$ cat src/rtl/cpu_pipe_pkg.sv
// Shared definitions for the CPU pipeline stage registers.
package cpu_pipe_pkg;

    // Stage occupancy states; the encoding doubles as the live-entry count.
    typedef enum logic [1:0] {
        ST_EMPTY = 2'd0,
        ST_BUSY  = 2'd1,
        ST_FULL  = 2'd2
    } stage_state_e;

    localparam int unsigned OCC_W = 2;

    // Payload widths of the packed per-stage bundles.
    localparam int unsigned IF_ID_W  = 64;
    localparam int unsigned ID_EX_W  = 160;
    localparam int unsigned EX_MEM_W = 112;
    localparam int unsigned MEM_WB_W = 72;

endpackage

$ cat src/rtl/pipe_stage_reg.sv
// Generic valid/ready pipeline stage register with optional 2-entry skid buffer and flush.
module pipe_stage_reg
    import cpu_pipe_pkg::*;
#(
    parameter int unsigned DATA_W       = 32,
    parameter int unsigned SKID         = 0,
    parameter int unsigned CLR_ON_FLUSH = 0
) (
    input  logic              clk,
    input  logic              resetn,
    input  logic              flush,
    input  logic              in_valid,
    output logic              in_ready,
    input  logic [DATA_W-1:0] in_data,
    output logic              out_valid,
    input  logic              out_ready,
    output logic [DATA_W-1:0] out_data,
    output logic [OCC_W-1:0]  occupancy
);

    stage_state_e      state_q, state_d;
    logic [DATA_W-1:0] main_q, main_d;
    logic [DATA_W-1:0] skid_q;
    logic              push;
    logic              pop;

    assign out_valid = (state_q != ST_EMPTY);
    assign out_data  = main_q;
    assign occupancy = OCC_W'(state_q);
    assign push      = in_valid && in_ready;
    assign pop       = out_valid && out_ready;

    // Next state and main-register load selection; flush overrides any push/pop.
    always_comb begin
        state_d = state_q;
        main_d  = main_q;
        if (flush) begin
            state_d = ST_EMPTY;
            if (CLR_ON_FLUSH != 0) begin
                main_d = '0;
            end
        end else begin
            case (state_q)
                ST_EMPTY: begin
                    if (push) begin
                        state_d = ST_BUSY;
                        main_d  = in_data;
                    end
                end
                ST_BUSY: begin
                    if (push && pop) begin
                        main_d = in_data;
                    end else if (push && (SKID != 0)) begin
                        state_d = ST_FULL;
                    end else if (pop) begin
                        state_d = ST_EMPTY;
                    end
                end
                ST_FULL: begin
                    if (pop) begin
                        state_d = ST_BUSY;
                        main_d  = skid_q;
                    end
                end
                default: begin
                    state_d = ST_EMPTY;
                end
            endcase
        end
    end

    // State and main payload registers.
    always_ff @(posedge clk) begin
        if (!resetn) begin
            state_q <= ST_EMPTY;
            main_q  <= '0;
        end else begin
            state_q <= state_d;
            main_q  <= main_d;
        end
    end

    generate
        if (SKID != 0) begin : g_skid
            logic rdy_q;

            // Skid entry captures the word accepted while the main entry is stalled.
            always_ff @(posedge clk) begin
                if (!resetn) begin
                    skid_q <= '0;
                end else if (flush) begin
                    if (CLR_ON_FLUSH != 0) begin
                        skid_q <= '0;
                    end
                end else if ((state_q == ST_BUSY) && push && !pop) begin
                    skid_q <= in_data;
                end
            end

            // Registered ready cuts the out_ready -> in_ready chain.
            always_ff @(posedge clk) begin
                if (!resetn) begin
                    rdy_q <= 1'b1;
                end else begin
                    rdy_q <= (state_d != ST_FULL);
                end
            end

            assign in_ready = resetn && rdy_q;
        end else begin : g_noskid
            assign skid_q   = '0;
            assign in_ready = resetn && (!out_valid || out_ready);
        end
    endgenerate

endmodule

$ cat config.mk
export PLATFORM = sky130hd
export DESIGN_NAME = pipe_stage_reg
export DESIGN_NICKNAME = d
export VERILOG_FILES = /design/src/rtl/cpu_pipe_pkg.sv /design/src/rtl/pipe_stage_reg.sv
export SDC_FILE = /design/constraint.sdc
export NUM_CORES = 1
export LEC_CHECK = 0
export ABC_CLOCK_PERIOD_IN_PS = 1500
export CELL_PAD_IN_SITES_DETAIL_PLACEMENT = 1
export CELL_PAD_IN_SITES_GLOBAL_PLACEMENT = 2
export CORE_MARGIN = 4
export CORE_UTILIZATION = 20
export DETAILED_ROUTE_END_ITERATION = 6
export PLACE_DENSITY_LB_ADDON = 0.25
export RECOVER_POWER = 25
export SYNTH_ARGS = -nofsm -noshare
export SYNTH_HDL_FRONTEND = slang
export SYNTH_SLANG_ARGS = --single-unit
$ cat constraint.sdc
create_clock -name clk -period 1.5 [get_ports clk]
set_clock_uncertainty 0.05 [all_clocks]
set_input_delay 0.3 -clock clk [delete_from_list [all_inputs] [get_ports clk]]
set_output_delay 0.3 -clock clk [all_outputs]
set_load 0.02 [all_outputs]
Word-level counts from Yosys, hierarchy flattened
Cells that the tools add are included.
{ "word_totals": {"inputBits": 37, "ramBits": 0, "rom_bits": 0, "register_bits": 34, "wordCells": 32, "mem_count": 0, "latchBits": 0} }
{ "op_classes": {"div_mod_pow": 0, "multipliers": 0, "reduce_logical": 12, "addsub": 0, "n_eq_ne": 7, "bitwise": 2, "shifts": 0, "muxes": 9, "n_lt_le_gt_ge": 0} }
{ "op_table": {"columns": ["operator", "n"], "rows": [
  ["$mux W32", 3],
  ["$pmux W32 S3", 1],
  ["$ne A2 B2 Y1 const B", 5],
  ["$mux W2", 4],
  ["$pmux W2 S3", 1],
  ["$reduce_and A5 Y1", 1],
  ["$logic_and A1 B1 Y1", 4],
  ["$reduce_and A4 Y1", 1],
  ["$reduce_bool A3 Y1", 1],
  ["$eq A2 B1 Y1 const B", 1],
  ["$eq A2 B2 Y1 const B", 1],
  ["$logic_not A2 Y1", 1],
  ["$not A1 Y1", 2],
  ["$reduce_bool A2 Y1", 1],
  ["$reduce_or A2 Y1", 1],
  ["$logic_not A1 Y1", 1],
  ["$logic_or A1 B1 Y1", 1]
]} }

Longest topological paths before layout
Gate-level depths: netlist of run 1.
{ "logic_depth": {"depth_word": 8, "mapped_depth": 6, "depth_no_buf": 3} }

Least setup slack after synthesis of run 1
OpenSTA, ideal clock, no wires.
{ "synth_timing": {"path_type": "register -> output", "startpoint": "register state_q[0] (netlist: occupancy[0])", "endpoint": "output in_ready", "n_path_buf": 1, "path_stages_with_launch": 4, "required_time_ns": 1.150, "arrival_time_ns": 0.915, "setup_slack_ns": 0.235, "cell_sequence": "dfxtp_1 -> nand2b_1 -> clkbuf_1 -> and2_1"} }
{ "synth_via": {"elab_chain_cells": 4} }
{ "synth_lines": {"columns": ["element", "line", "text"], "rows": [
  ["from (decl)", "pipe_stage_reg.sv:21", "stage_state_e state_q, state_d;"],
  ["from (signal assigned)", "pipe_stage_reg.sv:78", "state_q <= state_d;"],
  ["$reduce_bool A2 Y1", "pipe_stage_reg.sv:27", "assign out_valid = (state_q != ST_EMPTY);"],
  ["$logic_not A1 Y1", "pipe_stage_reg.sv:112", "assign in_ready = resetn && (!out_valid || out_ready);"],
  ["$logic_or A1 B1 Y1", "pipe_stage_reg.sv:112", null],
  ["$logic_and A1 B1 Y1", "pipe_stage_reg.sv:112", null],
  ["to (decl)", "pipe_stage_reg.sv:13", "output logic in_ready,"]
]} }
No other way between the ends.

Final worst setup path of run 1
{ "layout_timing": {"startpoint": "register state_q[0] (netlist: occupancy[0])", "endpoint": "output out_valid"} }
{ "layout_via": {"elab_chain_cells": 1} }
{ "layout_lines": {"columns": ["element", "line", "text"], "rows": [
  ["$reduce_bool A2 Y1", "pipe_stage_reg.sv:27", null],
  ["to (decl)", "pipe_stage_reg.sv:15", "output logic out_valid,"]
]} }
No other way between the ends.

==> impl_metrics.prom, run 1 <==
# TYPE chip_impl_metric gauge
chip_impl_info{name="outcome",value="completed"} 1
chip_impl_info{name="yosysTopAreaCell",value="sky130_fd_sc_hd__dfxtp_1"} 1
chip_impl_info{name="min_delay_worst_endpoint",value="out_data[17]$_SDFFE_PN0P_"} 1
chip_impl_info{name="hp-start",value="out_data[17]$_SDFFE_PN0P_"} 1
chip_impl_metric{name="synth.avg_cell_area",unit="um^2"} 8.74
chip_impl_info{name="cts_tree",value="yes"} 1
chip_impl_metric{name="finish.net_count",unit=""} 262
chip_impl_metric{name="ff2ff_setup_slack",unit="ps"} 260
chip_impl_info{name="critical_path.reg2reg.endpoint",value="out_data[12]$_SDFFE_PN0P_"} 1
chip_impl_metric{name="netlist_instances",unit=""} 153
chip_impl_metric{name="clkLatencyLatePin",unit="ps"} 280
chip_impl_metric{name="cts_setup_buffers",unit=""} 0
chip_impl_metric{name="worstRegToRegCells",unit=""} 5
chip_impl_metric{name="portBuffers",unit=""} 71
chip_impl_metric{name="synth_seq_area_share",unit="%"} 49.4
chip_impl_metric{name="path_clk_slew",unit="ps"} 70
chip_impl_metric{name="postRouteWirelength",unit="um"} 4390
chip_impl_metric{name="gr_overflow_total",unit=""} 0
chip_impl_metric{name="antenna_violations_before_repair",unit=""} 0
chip_impl_metric{name="core",unit="um^2"} 6420
chip_impl_metric{name="maximum_clock_frequency",unit="GHz"} 0.703
chip_impl_metric{name="start_util",unit="%"} 20.8
chip_impl_metric{name="worstPathRequired",unit="ps"} 1150
chip_impl_metric{name="via_per_inst",unit=""} 4.39
chip_impl_metric{name="gpl.final_weighted_congestion",unit=""} 0.650
chip_impl_info{name="worstSetupEndpointType",value="output port"} 1
chip_impl_metric{name="cts-buffers-inserted",unit=""} 5
chip_impl_info{name="crit_path_cell_trace",value="buf_4 -> clkdlybuf4s15_1"} 1
chip_impl_info{name="cts_root_buf",value="sky130_fd_sc_hd__clkbuf_8"} 1
chip_impl_info{name="layout.cells.most_common",value="sky130_fd_sc_hd__clkdlybuf4s50_1"} 1
chip_impl_metric{name="grt_max_degree",unit=""} 35
chip_impl_metric{name="final_antenna_net_count",unit=""} 0
chip_impl_metric{name="fillers",unit=""} 771
chip_impl_info{name="grt_setup_unrepaired",value="false"} 1
chip_impl_metric{name="postSynthNetCount",unit=""} 190
chip_impl_metric{name="grt_use_total",unit="%"} 11.3
chip_impl_metric{name="pin_count",unit=""} 73
chip_impl_metric{name="core.rowCount",unit=""} 29
chip_impl_metric{name="critical_path_arrival",unit="ps"} 1070
chip_impl_metric{name="multi_input_comb_area",unit="um^2"} 581
chip_impl_metric{name="place_ws",unit="ps"} -467
chip_impl_metric{name="die_extent_in_y",unit="um"} 89.8
chip_impl_info{name="synth_top_cells_by_area",value="sky130_fd_sc_hd__dfxtp_1 (49%), sky130_fd_sc_hd__o21ai_2 (14%), sky130_fd_sc_hd__nand3_1 (12%)"} 1
chip_impl_metric{name="antenna_cells",unit=""} 0
chip_impl_metric{name="fin_crit",unit="ps"} 1420
chip_impl_metric{name="setup_slack",unit="ps"} 76.8
chip_impl_metric{name="cts-htree-levels",unit=""} 2
chip_impl_metric{name="clockBufferDepth",unit=""} 2
chip_impl_metric{name="cpPeakStageDelay",unit="ps"} 370
chip_impl_info{name="critPathKind",value="reg2out"} 1
chip_impl_info{name="critical_path.slowest_cell",value="sky130_fd_sc_hd__dfxtp_1"} 1
chip_impl_metric{name="number_of_global_route_vias_before_repair",unit=""} 1452
chip_impl_metric{name="detail_route.wl_per_cell",unit="um"} 14.5
chip_impl_info{name="layout_common_cells",value="sky130_fd_sc_hd__clkdlybuf4s50_1 (35), sky130_fd_sc_hd__dfxtp_1 (33), sky130_fd_sc_hd__nand2_1 (32), sky130_fd_sc_hd__nand3_1 (32), sky130_fd_sc_hd__dlygate4sd2_1 (32)"} 1
chip_impl_metric{name="area_delta_synth_final",unit="%"} 65.9
chip_impl_metric{name="power.leakage",unit="uW"} 0.000970
chip_impl_metric{name="vdd_ir_drop_max",unit="V"} 0.000373
chip_impl_metric{name="cellPowerDensity",unit="nW/um^2"} 904
chip_impl_metric{name="max_cap_violations",unit=""} 0
chip_impl_metric{name="final.period_utilization",unit="%"} 94.9
chip_impl_info{name="min-delay-path-class",value="reg2reg"} 1
chip_impl_metric{name="number_of_warnings_reported_in_the_yosys_synthesis_log",unit=""} 0
chip_impl_metric{name="drt-initial-drc-count",unit=""} 20
chip_impl_metric{name="cts_num_sinks",unit=""} 33
chip_impl_metric{name="final-seq-area",unit="um^2"} 661
chip_impl_metric{name="fin_max_slew_vios",unit=""} 0
chip_impl_metric{name="hold_path_depth",unit=""} 2
chip_impl_info{name="critical_path.startpoint_type",value="register"} 1
chip_impl_metric{name="detail_route.drc_violations",unit=""} 0
chip_impl_metric{name="setup_viol",unit=""} 0
chip_impl_metric{name="synthesis.area",unit="um^2"} 1340
chip_impl_metric{name="synth_cell_type_count",unit=""} 17
chip_impl_metric{name="grt_pass1_wl",unit="um"} 7420
chip_impl_metric{name="critical_path_peak_fanout",unit=""} 2
chip_impl_metric{name="finalHoldViolations",unit=""} 0
chip_impl_info{name="r2r-start",value="occupancy[0]$_SDFFE_PP0P_"} 1
chip_impl_metric{name="dpl.hpwl",unit="um"} 3100
chip_impl_metric{name="chipWidth",unit="um"} 89.8
chip_impl_metric{name="total_number_of_vias",unit=""} 1326
chip_impl_metric{name="yosysTopAreaCellShare",unit="%"} 49.4
chip_impl_metric{name="drt_first_pass_iters",unit=""} 4
chip_impl_metric{name="final_core_util",unit="%"} 34.5
chip_impl_metric{name="floorplan.die_area",unit="um^2"} 8060
chip_impl_metric{name="synth-seq-cells",unit=""} 33
chip_impl_metric{name="post_route_cells_drive_above_1_share",unit="%"} 19.1
==> synth_stat cells, drive strengths merged <==
library cell   n
nand3         32
nand2b         1
buf           10
nor3b          1
and2           2
clkbuf         7
nor2b          1
dfxtp         33
nand2         32
conb           1
o21ai         32
and3b          1
==> routing by layer <==
layer	vias up	part of all wire [%]	track usage (%)
met2	43	46	17.5
met5	-	0	0
met4	0	1.3	4.21
li1	651	-	-
met3	7	7.9	4.51
met1	625	45	14.2
==> how the worst max path moves through the flow <==
stage / startpoint / to / slack [ps] / cells past startpoint
after floorplan: occupancy[0]$_SDFFE_PP0P_ / in_ready / 240 / 3
after global placement: out_ready / in_ready / -480 / 4
after detailed placement: out_ready / out_data[11]$_SDFFE_PN0P_ / -470 / 6
after CTS: out_ready / in_ready / -20 / 4
after global routing: resetn / out_data[12]$_SDFFE_PN0P_ / 0.3 / 6
final: occupancy[0]$_SDFFE_PP0P_ / out_valid / 80 / 2
==> state kept, by name, indices dropped and copies added, names as in the netlist <==
| signal | count |
|---|---|
| occupancy | 1 |
| out_data | 32 |
==> layout make-up <==
cell class	count	share of cell area (%)
clock buffers	7	3.89
multi-input cells	103	26.2
flip-flops and latches	33	29.8
well taps	77	4.34
repair buffers	82	35.8
==> power by group <==
group	internal, uW	switching, uW	total, uW
sequential	924	22.9	947
clock	364	322	686
combinational	189	183	372
total	1480	528	2010
==> cells by family after synthesis <==
group	share of synthesized area, %
and+or+nand+nor	24.2
other	0.280
DFF	49.4
AOI/OAI and AO/OA	18.1
buffers and inverters	7.95
==> through the flow <==
stage / cell area (um^2) / instances / power, uW / hold slack [ps] / setup TNS [ps]
after detailed placement: 2150 / 295 / 1380 / 393 / -14440
after CTS: 2200 / 302 / 2040 / 402 / -19.7
after global placement: 2150 / 295 / 1370 / 386 / -14710
after floorplan: 1340 / 153 / 1140 / 326 / 0
final: 2220 / 302 / 2010 / 398 / 0
after global routing: 2220 / 302 / 2120 / 423 / 0
==> timing repair <==
action	in CTS	in global routing
hold buffers	0	0
endpoints found under the setup margin	67	26
gates resized for setup	41	7
==> critical path: cells and delay by family, from the launching register on <==
family,cells,cell delay (ps)
buf+inv,2,420
flops,1,370
Power figures use the tool's default switching activity.
==> run 2, diff against run 1 <==
--- a/config.mk
+++ b/config.mk
@@ -11,8 +11,10 @@
 export CORE_MARGIN = 4
 export CORE_UTILIZATION = 20
 export DETAILED_ROUTE_END_ITERATION = 6
+export MAX_ROUTING_LAYER = met4
 export PLACE_DENSITY_LB_ADDON = 0.25
 export RECOVER_POWER = 25
+export SKIP_CTS_REPAIR_TIMING = 1
 export SYNTH_ARGS = -nofsm -noshare
 export SYNTH_HDL_FRONTEND = slang
 export SYNTH_SLANG_ARGS = --single-unit
==> run 2 against run 1 <==
Net effect: the run now ends with negative setup slack left; utilization up 0.23 points; cell count unchanged; global-route usage rose by 0.32 points; power up 0.39%; combinational power increased by 2%; setup slack worse by 93 ps; hold slack improved by 3.8 ps; via count up 0.45%; first-iteration DRC count is 85% higher; design area increased by 0.68%; fmax fell by 6.2%; highest routed layer unchanged.
==> impl_metrics.prom, run 2 (same netlist as run 1, synthesis figures left out) <==
# TYPE chip_impl_metric gauge
chip_impl_info{name="outcome",value="complete, but fails checks"} 1
chip_impl_info{name="failed_checks",value="negative setup slack"} 1
chip_impl_metric{name="setup_slack",unit="ps"} -16.7
chip_impl_metric{name="cts-buffers-inserted",unit=""} 5
chip_impl_metric{name="drt_first_pass_iters",unit=""} 2
chip_impl_metric{name="postRouteWirelength",unit="um"} 4440
chip_impl_metric{name="cellPowerDensity",unit="nW/um^2"} 902
chip_impl_metric{name="fin_crit",unit="ps"} 1520
chip_impl_metric{name="fillers",unit=""} 752
chip_impl_metric{name="power.leakage",unit="uW"} 0.00118
chip_impl_metric{name="critical_path_peak_fanout",unit=""} 2
chip_impl_metric{name="area_delta_synth_final",unit="%"} 67.0
chip_impl_info{name="layout_common_cells",value="sky130_fd_sc_hd__clkdlybuf4s50_1 (36), sky130_fd_sc_hd__dfxtp_1 (33), sky130_fd_sc_hd__nand2_1 (32), sky130_fd_sc_hd__nand3_1 (32), sky130_fd_sc_hd__dlymetal6s2s_1 (23)"} 1
chip_impl_metric{name="via_per_inst",unit=""} 4.41
chip_impl_info{name="min-delay-path-class",value="reg2reg"} 1
chip_impl_metric{name="fin_max_slew_vios",unit=""} 0
chip_impl_metric{name="cts-htree-levels",unit=""} 2
chip_impl_metric{name="clockBufferDepth",unit=""} 2
chip_impl_info{name="critPathKind",value="in2out"} 1
chip_impl_metric{name="final.period_utilization",unit="%"} 101
chip_impl_metric{name="core",unit="um^2"} 6420
chip_impl_metric{name="number_of_global_route_vias_before_repair",unit=""} 1466
chip_impl_info{name="grt_setup_unrepaired",value="true"} 1
chip_impl_metric{name="ff2ff_setup_slack",unit="ps"} 210
chip_impl_metric{name="grt_use_total",unit="%"} 11.7
chip_impl_metric{name="dpl.hpwl",unit="um"} 3100
chip_impl_metric{name="pin_count",unit=""} 73
chip_impl_metric{name="met2WireLength",unit="um"} 2080
chip_impl_metric{name="worstPathRequired",unit="ps"} 1150
chip_impl_metric{name="place_ws",unit="ps"} -467
chip_impl_metric{name="multi_input_comb_area",unit="um^2"} 578
chip_impl_metric{name="clkLatencyLatePin",unit="ps"} 280
chip_impl_metric{name="final_antenna_net_count",unit=""} 0
chip_impl_info{name="crit_path_cell_trace",value="clkdlybuf4s50_1 -> nand2b_4 -> and2_1 -> buf_4"} 1
chip_impl_metric{name="largest_register_ff_count",unit=""} 32
chip_impl_metric{name="grt_pass1_wl",unit="um"} 7420
chip_impl_info{name="worstSetupEndpointType",value="output port"} 1
chip_impl_metric{name="antenna_violations_before_repair",unit=""} 0
chip_impl_metric{name="route.met3.wl",unit="um"} 254
chip_impl_info{name="critical_path.slowest_cell",value="sky130_fd_sc_hd__clkdlybuf4s50_1"} 1
chip_impl_metric{name="core.rowCount",unit=""} 29
chip_impl_metric{name="chipWidth",unit="um"} 89.8
chip_impl_metric{name="cpPeakStageDelay",unit="ps"} 400
chip_impl_metric{name="critical_path_arrival",unit="ps"} 1170
chip_impl_metric{name="wirelength_met1",unit="um"} 2060
chip_impl_metric{name="cts_num_sinks",unit=""} 33
chip_impl_metric{name="total_number_of_vias",unit=""} 1332
chip_impl_info{name="cts_root_buf",value="sky130_fd_sc_hd__clkbuf_8"} 1
chip_impl_metric{name="finalHoldViolations",unit=""} 0
chip_impl_metric{name="portBuffers",unit=""} 71
chip_impl_metric{name="path_clk_slew",unit="ps"} 70
chip_impl_metric{name="antenna_cells",unit=""} 0
chip_impl_metric{name="maximum_clock_frequency",unit="GHz"} 0.659
chip_impl_metric{name="die_extent_in_y",unit="um"} 89.8
chip_impl_metric{name="floorplan.die_area",unit="um^2"} 8060
chip_impl_metric{name="vdd_ir_drop_max",unit="V"} 0.000374
chip_impl_metric{name="max_cap_violations",unit=""} 0
chip_impl_metric{name="finalSetupTns",unit="ps"} -16.7
chip_impl_info{name="layout.cells.most_common",value="sky130_fd_sc_hd__clkdlybuf4s50_1"} 1
chip_impl_metric{name="finish.net_count",unit=""} 262
chip_impl_metric{name="final.hold.worst_slack",unit="ps"} 402
chip_impl_info{name="critical_path.startpoint_type",value="primary input"} 1
chip_impl_metric{name="gr_overflow_total",unit=""} 0
chip_impl_metric{name="detail_route.drc_violations",unit=""} 0
chip_impl_metric{name="detail_route.wl_per_cell",unit="um"} 14.7
chip_impl_metric{name="gpl.final_weighted_congestion",unit=""} 0.656
chip_impl_metric{name="setup_viol",unit=""} 1
chip_impl_info{name="highest_layer",value="met4"} 1
chip_impl_metric{name="grt_max_degree",unit=""} 35
chip_impl_metric{name="final-seq-area",unit="um^2"} 661
chip_impl_metric{name="start_util",unit="%"} 20.8
chip_impl_metric{name="post_route_cells_drive_above_1_share",unit="%"} 18.7
chip_impl_info{name="cts_tree",value="yes"} 1
chip_impl_metric{name="drt-initial-drc-count",unit=""} 37
[run 2: per-layer routing]
metal,vias to the layer above,global-route usage [%]
met5,-,-
met4,0,4.21
met3,7,3.59
met2,43,17.7
met1,630,14.6
li1,652,-
[run 2: layout make-up]
type	instances	share of cell area [%]
clock buffer	7	3.87
multi-input combinational	103	25.9
sequential	33	29.6
tap	77	4.31
timing repair buffer	82	36.4
[run 2: worst max-delay path, delay by kind of cell]
kind,cells,cell delay (ps)
and+or+nand+nor,2,310
buffers and inverters,2,550
[run 2: worst paths after layout]
| path | endpoint | cells past startpoint | start |
|---|---|---|---|
| max reg2reg | out_data[11]$_SDFFE_PN0P_ | 5 | occupancy[0]$_SDFFE_PP0P_ |
| min | out_data[17]$_SDFFE_PN0P_ | 2 | out_data[17]$_SDFFE_PN0P_ |
| max | in_ready | 4 | out_ready |
| min reg2reg | out_data[17]$_SDFFE_PN0P_ | 2 | out_data[17]$_SDFFE_PN0P_ |
[run 2: where the power goes]
| group | switching (uW) | total [uW] | internal (uW) | leakage [uW] |
|---|---|---|---|---|
| Combinational | 184 | 378 | 194 | 0.000864 |
| Sequential | 23.7 | 948 | 925 | 0.000270 |
| Clock | 323 | 688 | 364 | 0.0000443 |
| Total | 531 | 2010 | 1480 | 0.00118 |
[run 2: per-stage QoR]
stage	total power [uW]	utilization [%]	instances	cell area [um^2]
finish	2010	34.8	302	2230
global route	2130	34.8	302	2230
CTS	2080	34.8	302	2230
detailed placement	1380	33.4	295	2150
global placement	1370	33.4	295	2150
floorplan	1140	-	153	1340
==> run 3, diff against run 2 <==
--- a/config.mk
+++ b/config.mk
@@ -5,7 +5,6 @@
 export SDC_FILE = /design/constraint.sdc
 export NUM_CORES = 1
 export LEC_CHECK = 0
-export ABC_CLOCK_PERIOD_IN_PS = 1500
 export CELL_PAD_IN_SITES_DETAIL_PLACEMENT = 1
 export CELL_PAD_IN_SITES_GLOBAL_PLACEMENT = 2
 export CORE_MARGIN = 4
==> results of run 3 <==
Final layout, timing and power as in run 2 (identical DEF).
